<file path="config.mk">
export PLATFORM = sky130hd
export DESIGN_NAME = sample_loader
export DESIGN_NICKNAME = d
export VERILOG_FILES = /design/src/rtl/loader_pkg.sv /design/src/rtl/sample_loader.sv
export SDC_FILE = /design/constraint.sdc
export NUM_CORES = 1
export LEC_CHECK = 0
export BUFFER_PORTS_ARGS = -buffer_cell sky130_fd_sc_hd__buf_2
export CORE_MARGIN = 2
export CORE_UTILIZATION = 25
export CTS_BUF_LIST = sky130_fd_sc_hd__clkbuf_8
export CTS_CLUSTER_SIZE = 20
export DETAILED_ROUTE_END_ITERATION = 8
export PLACE_DENSITY = 0.59
export SLEW_MARGIN = 15
export SYNTH_ARGS = -nofsm -noshare
export SYNTH_HDL_FRONTEND = slang
export SYNTH_SLANG_ARGS = --single-unit
</file>
<file path="constraint.sdc">
create_clock -name clk -period 2 [get_ports clk]
set_input_delay 0.2 -clock clk [delete_from_list [all_inputs] [get_ports clk]]
set_output_delay 0.2 -clock clk [all_outputs]
set_load 0.01 [all_outputs]
</file>
<file path="src/rtl/loader_pkg.sv">
// Shared types and constants for the sample loader: FSM state encoding and
// the bit positions of the player's CSR word.
package loader_pkg;

    typedef enum logic [2:0] {
        IDLE,
        HALT,
        FILL,
        ARM,
        POLL,
        CHECK,
        FINISH
    } state_t;

    // Player CSR bit positions.
    localparam int CSR_RESET_N = 0;
    localparam int CSR_DONE    = 1;
    localparam int CSR_IRQ     = 2;

    // CSR write word: only the reset_n bit is ever driven, all other bits stay 0.
    function automatic logic [31:0] csr_word(input logic reset_n);
        logic [31:0] w;
        w              = '0;
        w[CSR_RESET_N] = reset_n;
        return w;
    endfunction

endpackage

</file>
<file path="src/rtl/sample_loader.sv">
// Upstream feeder for the qsys sample player. Holds the player in reset,
// streams samples into its buffer at consecutive addresses, releases reset,
// then polls the CSR done bit and pulses done_pulse when playback ends.
//
// Handshake: a sample transfers on any rising clk edge where s_valid and
// s_ready are both high; s_data must be stable while s_valid is high. s_ready
// is a registered output and never depends combinationally on s_valid.
//
// Every output is registered: strobes are set on the edge that enters the
// state which "owns" them, so they are high for exactly that state's cycle.
module sample_loader
    import loader_pkg::*;
#(
    parameter int timeBits    = 10,
    parameter int words_log_2 = 0,
    localparam int ADDR_W     = timeBits + words_log_2
) (
    input  logic              clk,
    input  logic              reset,
    input  logic              start,
    input  logic [ADDR_W:0]   length,
    input  logic              s_valid,
    output logic              s_ready,
    input  logic [31:0]       s_data,
    output logic              buffer_write,
    output logic [ADDR_W-1:0] buffer_address,
    output logic [31:0]       buffer_writedata,
    output logic              csr_write,
    output logic [31:0]       csr_writedata,
    output logic              csr_read,
    input  logic [31:0]       csr_readdata,
    output logic              busy,
    output logic              done_pulse,
    output state_t            state_dbg
);

    // A run of length 0 means a full buffer: 2**ADDR_W samples.
    localparam logic [ADDR_W:0] FULL = {1'b1, {ADDR_W{1'b0}}};
    localparam logic [ADDR_W:0] ONE  = {{ADDR_W{1'b0}}, 1'b1};

    state_t          state;
    logic [ADDR_W:0] cnt;
    logic [ADDR_W:0] len_m1;
    logic            seen_low;

    // Only the done bit of the CSR read word matters here.
    logic unused_csr_bits;
    assign unused_csr_bits = ^{csr_readdata[31:CSR_DONE+1], csr_readdata[CSR_DONE-1:0]};

    assign state_dbg = state;

    // Load-and-play sequencer: state, sample counter and all registered outputs.
    always_ff @(posedge clk) begin
        if (reset) begin
            state            <= IDLE;
            cnt              <= '0;
            len_m1           <= '0;
            seen_low         <= 1'b0;
            s_ready          <= 1'b0;
            buffer_write     <= 1'b0;
            buffer_address   <= '0;
            buffer_writedata <= '0;
            csr_write        <= 1'b0;
            csr_writedata    <= '0;
            csr_read         <= 1'b0;
            busy             <= 1'b0;
            done_pulse       <= 1'b0;
        end else begin
            // Strobes default low so each is a single-cycle pulse.
            buffer_write <= 1'b0;
            csr_write    <= 1'b0;
            csr_read     <= 1'b0;
            done_pulse   <= 1'b0;

            case (state)
                IDLE: begin
                    if (start) begin
                        len_m1        <= ((length == '0) ? FULL : length) - ONE;
                        cnt           <= '0;
                        // Hold the player in reset (also clears its irq).
                        csr_write     <= 1'b1;
                        csr_writedata <= csr_word(1'b0);
                        busy          <= 1'b1;
                        state         <= HALT;
                    end
                end

                HALT: begin
                    s_ready <= 1'b1;
                    state   <= FILL;
                end

                FILL: begin
                    if (s_valid && s_ready) begin
                        buffer_write     <= 1'b1;
                        buffer_address   <= cnt[ADDR_W-1:0];
                        buffer_writedata <= s_data;
                        cnt              <= cnt + ONE;
                        if (cnt == len_m1) begin
                            // Release the player in the same cycle as the last
                            // buffer write; the two buses are independent.
                            s_ready       <= 1'b0;
                            csr_write     <= 1'b1;
                            csr_writedata <= csr_word(1'b1);
                            seen_low      <= 1'b0;
                            state         <= ARM;
                        end
                    end
                end

                ARM: begin
                    csr_read <= 1'b1;
                    state    <= POLL;
                end

                POLL: begin
                    // Read data arrives during CHECK.
                    state <= CHECK;
                end

                CHECK: begin
                    if (!csr_readdata[CSR_DONE]) begin
                        seen_low <= 1'b1;
                        csr_read <= 1'b1;
                        state    <= POLL;
                    end else if (seen_low) begin
                        done_pulse <= 1'b1;
                        state      <= FINISH;
                    end else begin
                        // done=1 before any done=0 is stale from the previous run.
                        csr_read <= 1'b1;
                        state    <= POLL;
                    end
                end

                FINISH: begin
                    busy  <= 1'b0;
                    state <= IDLE;
                end

                default: begin
                    busy    <= 1'b0;
                    s_ready <= 1'b0;
                    state   <= IDLE;
                end
            endcase
        end
    end

endmodule

</file>
==> flow_summary.json <==
{
  "place_ws_ns": 0.131,
  "ant_nets": 0,
  "synthFlopType": "dfxtp_1",
  "clock_sinks": 75,
  "worstPathMaxFanout": 10,
  "wl_um": 8070,
  "grt_pass1_wl_um": 13000,
  "crit_cells": 4,
  "crit_arrival_ns": 2.02,
  "gp_congestion": 0.780,
  "std_cell_rows": 42,
  "yosys-top-cells-count": "nand2_1 (99), dfxtp_1 (75), a21oi_1 (56), buf_4 (31), nor2_1 (23)",
  "cp_slowest_cell": "or4_1",
  "worst_ep_required_time_ns": 2.28,
  "power_density_mw_per_mm2": 774,
  "skew_ns": 0.00510,
  "hp-class": "in -> reg",
  "cts_max_level": 3,
  "clock_path_buffers": 2,
  "hold_viol_final": 0,
  "end_kind": "flop",
  "die_h_um": 120,
  "hpwl_um": 5940,
  "post_cts_buffers": 0,
  "min_period_ns": 1.74,
  "grt_max_degree": 45,
  "fillers": 1443,
  "dr.pass1.iters": 5,
  "tightest_slew_ns": 0.559,
  "fin_tns_setup_ns": 0,
  "yosysTopAreaCell": "dfxtp_1",
  "finalCritPeriodShare_pct": 87.1,
  "port_buffers": 99,
  "antenna_cells": 0,
  "num_vias": 2975,
  "grt_antenna_before_repair": 0,
  "setup_ws_ns": 0.258,
  "worstRegToRegCells": 4,
  "synth_most_common_cell": "nand2_1",
  "pin_count": 162,
  "cp-start-kind": "flop",
  "numCtsBuffers": 9,
  "die_x_um": 120,
  "rsz0062_at_grt": "no",
  "dieArea_mm2": 0.0143,
  "synth_async_sr_flop_share_pct": 0,
  "cp_top_family": "simple AND/OR/NAND/NOR gates",
  "drt-initial-drc-count": 120,
  "drv_cap": 0,
  "yosys-top-cells-area": "dfxtp_1 (45%), nand2_1 (11%), a21oi_1 (8.4%), buf_4 (7.0%), xnor2_1 (3.4%)",
  "ys_ff_latch": 75,
  "cts_tree": "built",
  "outcome": "finished, final reports clean",
  "place_area_mm2": 0.00394,
  "post-route-drc-count": 0,
  "vias_per_cell": 4.34,
  "ys.warnings.count": 0,
  "cts_root_buf": "clkbuf_8",
  "layout.nets": 587,
  "crit_type": "reg -> reg",
  "final_cells": 686,
  "setup_violations": 0,
  "worst-r2r-setup-slack_ns": 0.26,
  "crit_buf_inv": 0,
  "clk_latency_ns": 0.34,
  "fmax_ghz": 0.574,
  "wl_per_cell_um": 11.8,
  "place_inst": 671,
  "ir_worst_vdd_mv": 0.356,
  "grt_pass1_vias": 2679,
  "grt_overflow_total": 0,
  "initial_core_util_pct": 25.5,
  "stdcell_area_mm2": 0.00416,
  "max_slew_margin_pct": 62.7,
  "synth_edf_count": 0,
  "synthDistinctLibCells": 48,
  "cpPeakStageDelay_ns": 0.58,
  "coreArea_mm2": 0.0131,
  "grt_use_total_pct": 11.4,
  "synth_top_area_share_pct": 44.9,
  "drive_gt1_share_pct": 26.1,
  "syn_to_final_growth_pct": 24.3,
  "whs_path_depth": 3,
  "syn_area_mm2": 0.00334,
  "synth.yosys.seq_area_share_pct": 44.9,
  "clk_pin_slew_ns": 0.07,
  "netlist_instances": 411,
  "finalMaxSlewViolations": 0,
  "cellLeakagePower_nw": 1.68,
  "crit_chain": "and3_1 > o2111ai_2 > or4_1 > a21oi_1",
  "syn_avg_cell_area_um2": 8.14
}
## layout make-up
class / instances / area [um^2] / area share, %
clock buffers: 10 / 138 / 3.31
clock inverters: 5 / 77.6 / 1.87
inverters: 3 / 11.3 / 0.271
multi-input cells: 307 / 1620 / 38.9
flip-flops and latches: 75 / 1500 / 36.1
well taps: 176 / 220 / 5.30
repair buffers: 110 / 591 / 14.2
## metrics by stage
stage / hold WS (ns) / utilization, % / power, mW
floorplan: 0.309 / - / 1.88
global placement: 0.440 / 30.0 / 1.98
detailed placement: 0.446 / 30.0 / 1.98
CTS: 0.0701 / 31.6 / 3.26
global route: 0.0846 / 31.6 / 3.38
finish: 0.0882 / 31.6 / 3.22
## logic make-up after synthesis
logic type                 share of synthesized area [%]
DFF                                                 44.9
buffers and inverters                               10.3
muxes                                              0.599
xor gates and xnor gates                            4.71
adders and majority gates                          0.748
and+or+nand+nor                                     22.2
other                                              0.112
AOI/OAI and AO/OA                                   16.4
## registers in the layout (all words and copies together), names as in the netlist
register,cells
csr_read,1
done_pulse,1
cnt,11
state_dbg,3
s_ready,1
buffer_write,1
seen_low,1
busy,1
csr_writedata,1
csr_write,1
buffer_address,10
len_m1,11
buffer_writedata,32
## where the power goes
part	leakage, nW	switching, mW	internal [mW]
sequential	0.608	0.0416	1.54
combinational	0.961	0.216	0.152
clock	0.108	0.544	0.725
total	1.68	0.801	2.42
## per-layer routing
layer	part of all wire, %	vias up	track usage [%]
met2	45	93	17.5
met1	48	1339	15.3
met3	4.4	17	2.42
li1	-	1526	-
met4	2.9	0	5.37
met5	0	-	0
## cells in the final DEF (no fill, tap or decap), types with 2 or more instances in the layout
master	synthesis	layout
buf_2	5	99
buf_4	31	10
and2_1	3	3
or4_1	4	4
nand3b_1	2	2
or2_2	2	2
nor3b_1	3	3
o2111ai_1	3	3
a2111oi_0	2	2
a21oi_1	56	56
xor2_1	5	5
conb_1	1	31
and3_1	2	2
clkbuf_8	0	10
o21ai_0	8	8
ha_1	2	2
mux2i_1	2	2
o31ai_1	3	3
nor3_1	2	2
dfxtp_1	75	74
nand4_1	5	5
or3_1	5	5
nor2_1	23	23
a311oi_1	4	4
nand3_1	2	2
a211oi_1	5	5
clkinv_2	0	2
inv_1	3	3
xnor2_1	13	13
bufinv_16	0	2
a2bb2oi_1	2	2
nand2_1	99	99
## timing repair
| item | 4_1_cts | 5_1_grt |
|---|---|---|
| endpoints found under the hold margin | 0 | 0 |
| hold buffers | 0 | 0 |
| setup endpoints to repair | 0 | 2 |
| gates resized for setup | 0 | 1 |
## worst paths after layout
path	from	to
worst min-delay path	s_data[14]	buffer_writedata[14]$_SDFFE_PP0P_
worst min register to register	buffer_writedata[30]$_SDFFE_PP0P_	buffer_writedata[30]$_SDFFE_PP0P_
worst max register to register	state_dbg[1]$_SDFFE_PP0P_	cnt[10]$_SDFFE_PP0P_
worst max-delay path	state_dbg[1]$_SDFFE_PP0P_	cnt[10]$_SDFFE_PP0P_
## worst min-delay path, cell delays in order
cell and delay, ns:
buf_2 0.09, nand2_1 0.04, a21oi_1 0.05
No activity file was read; power rests on OpenSTA's default activity.
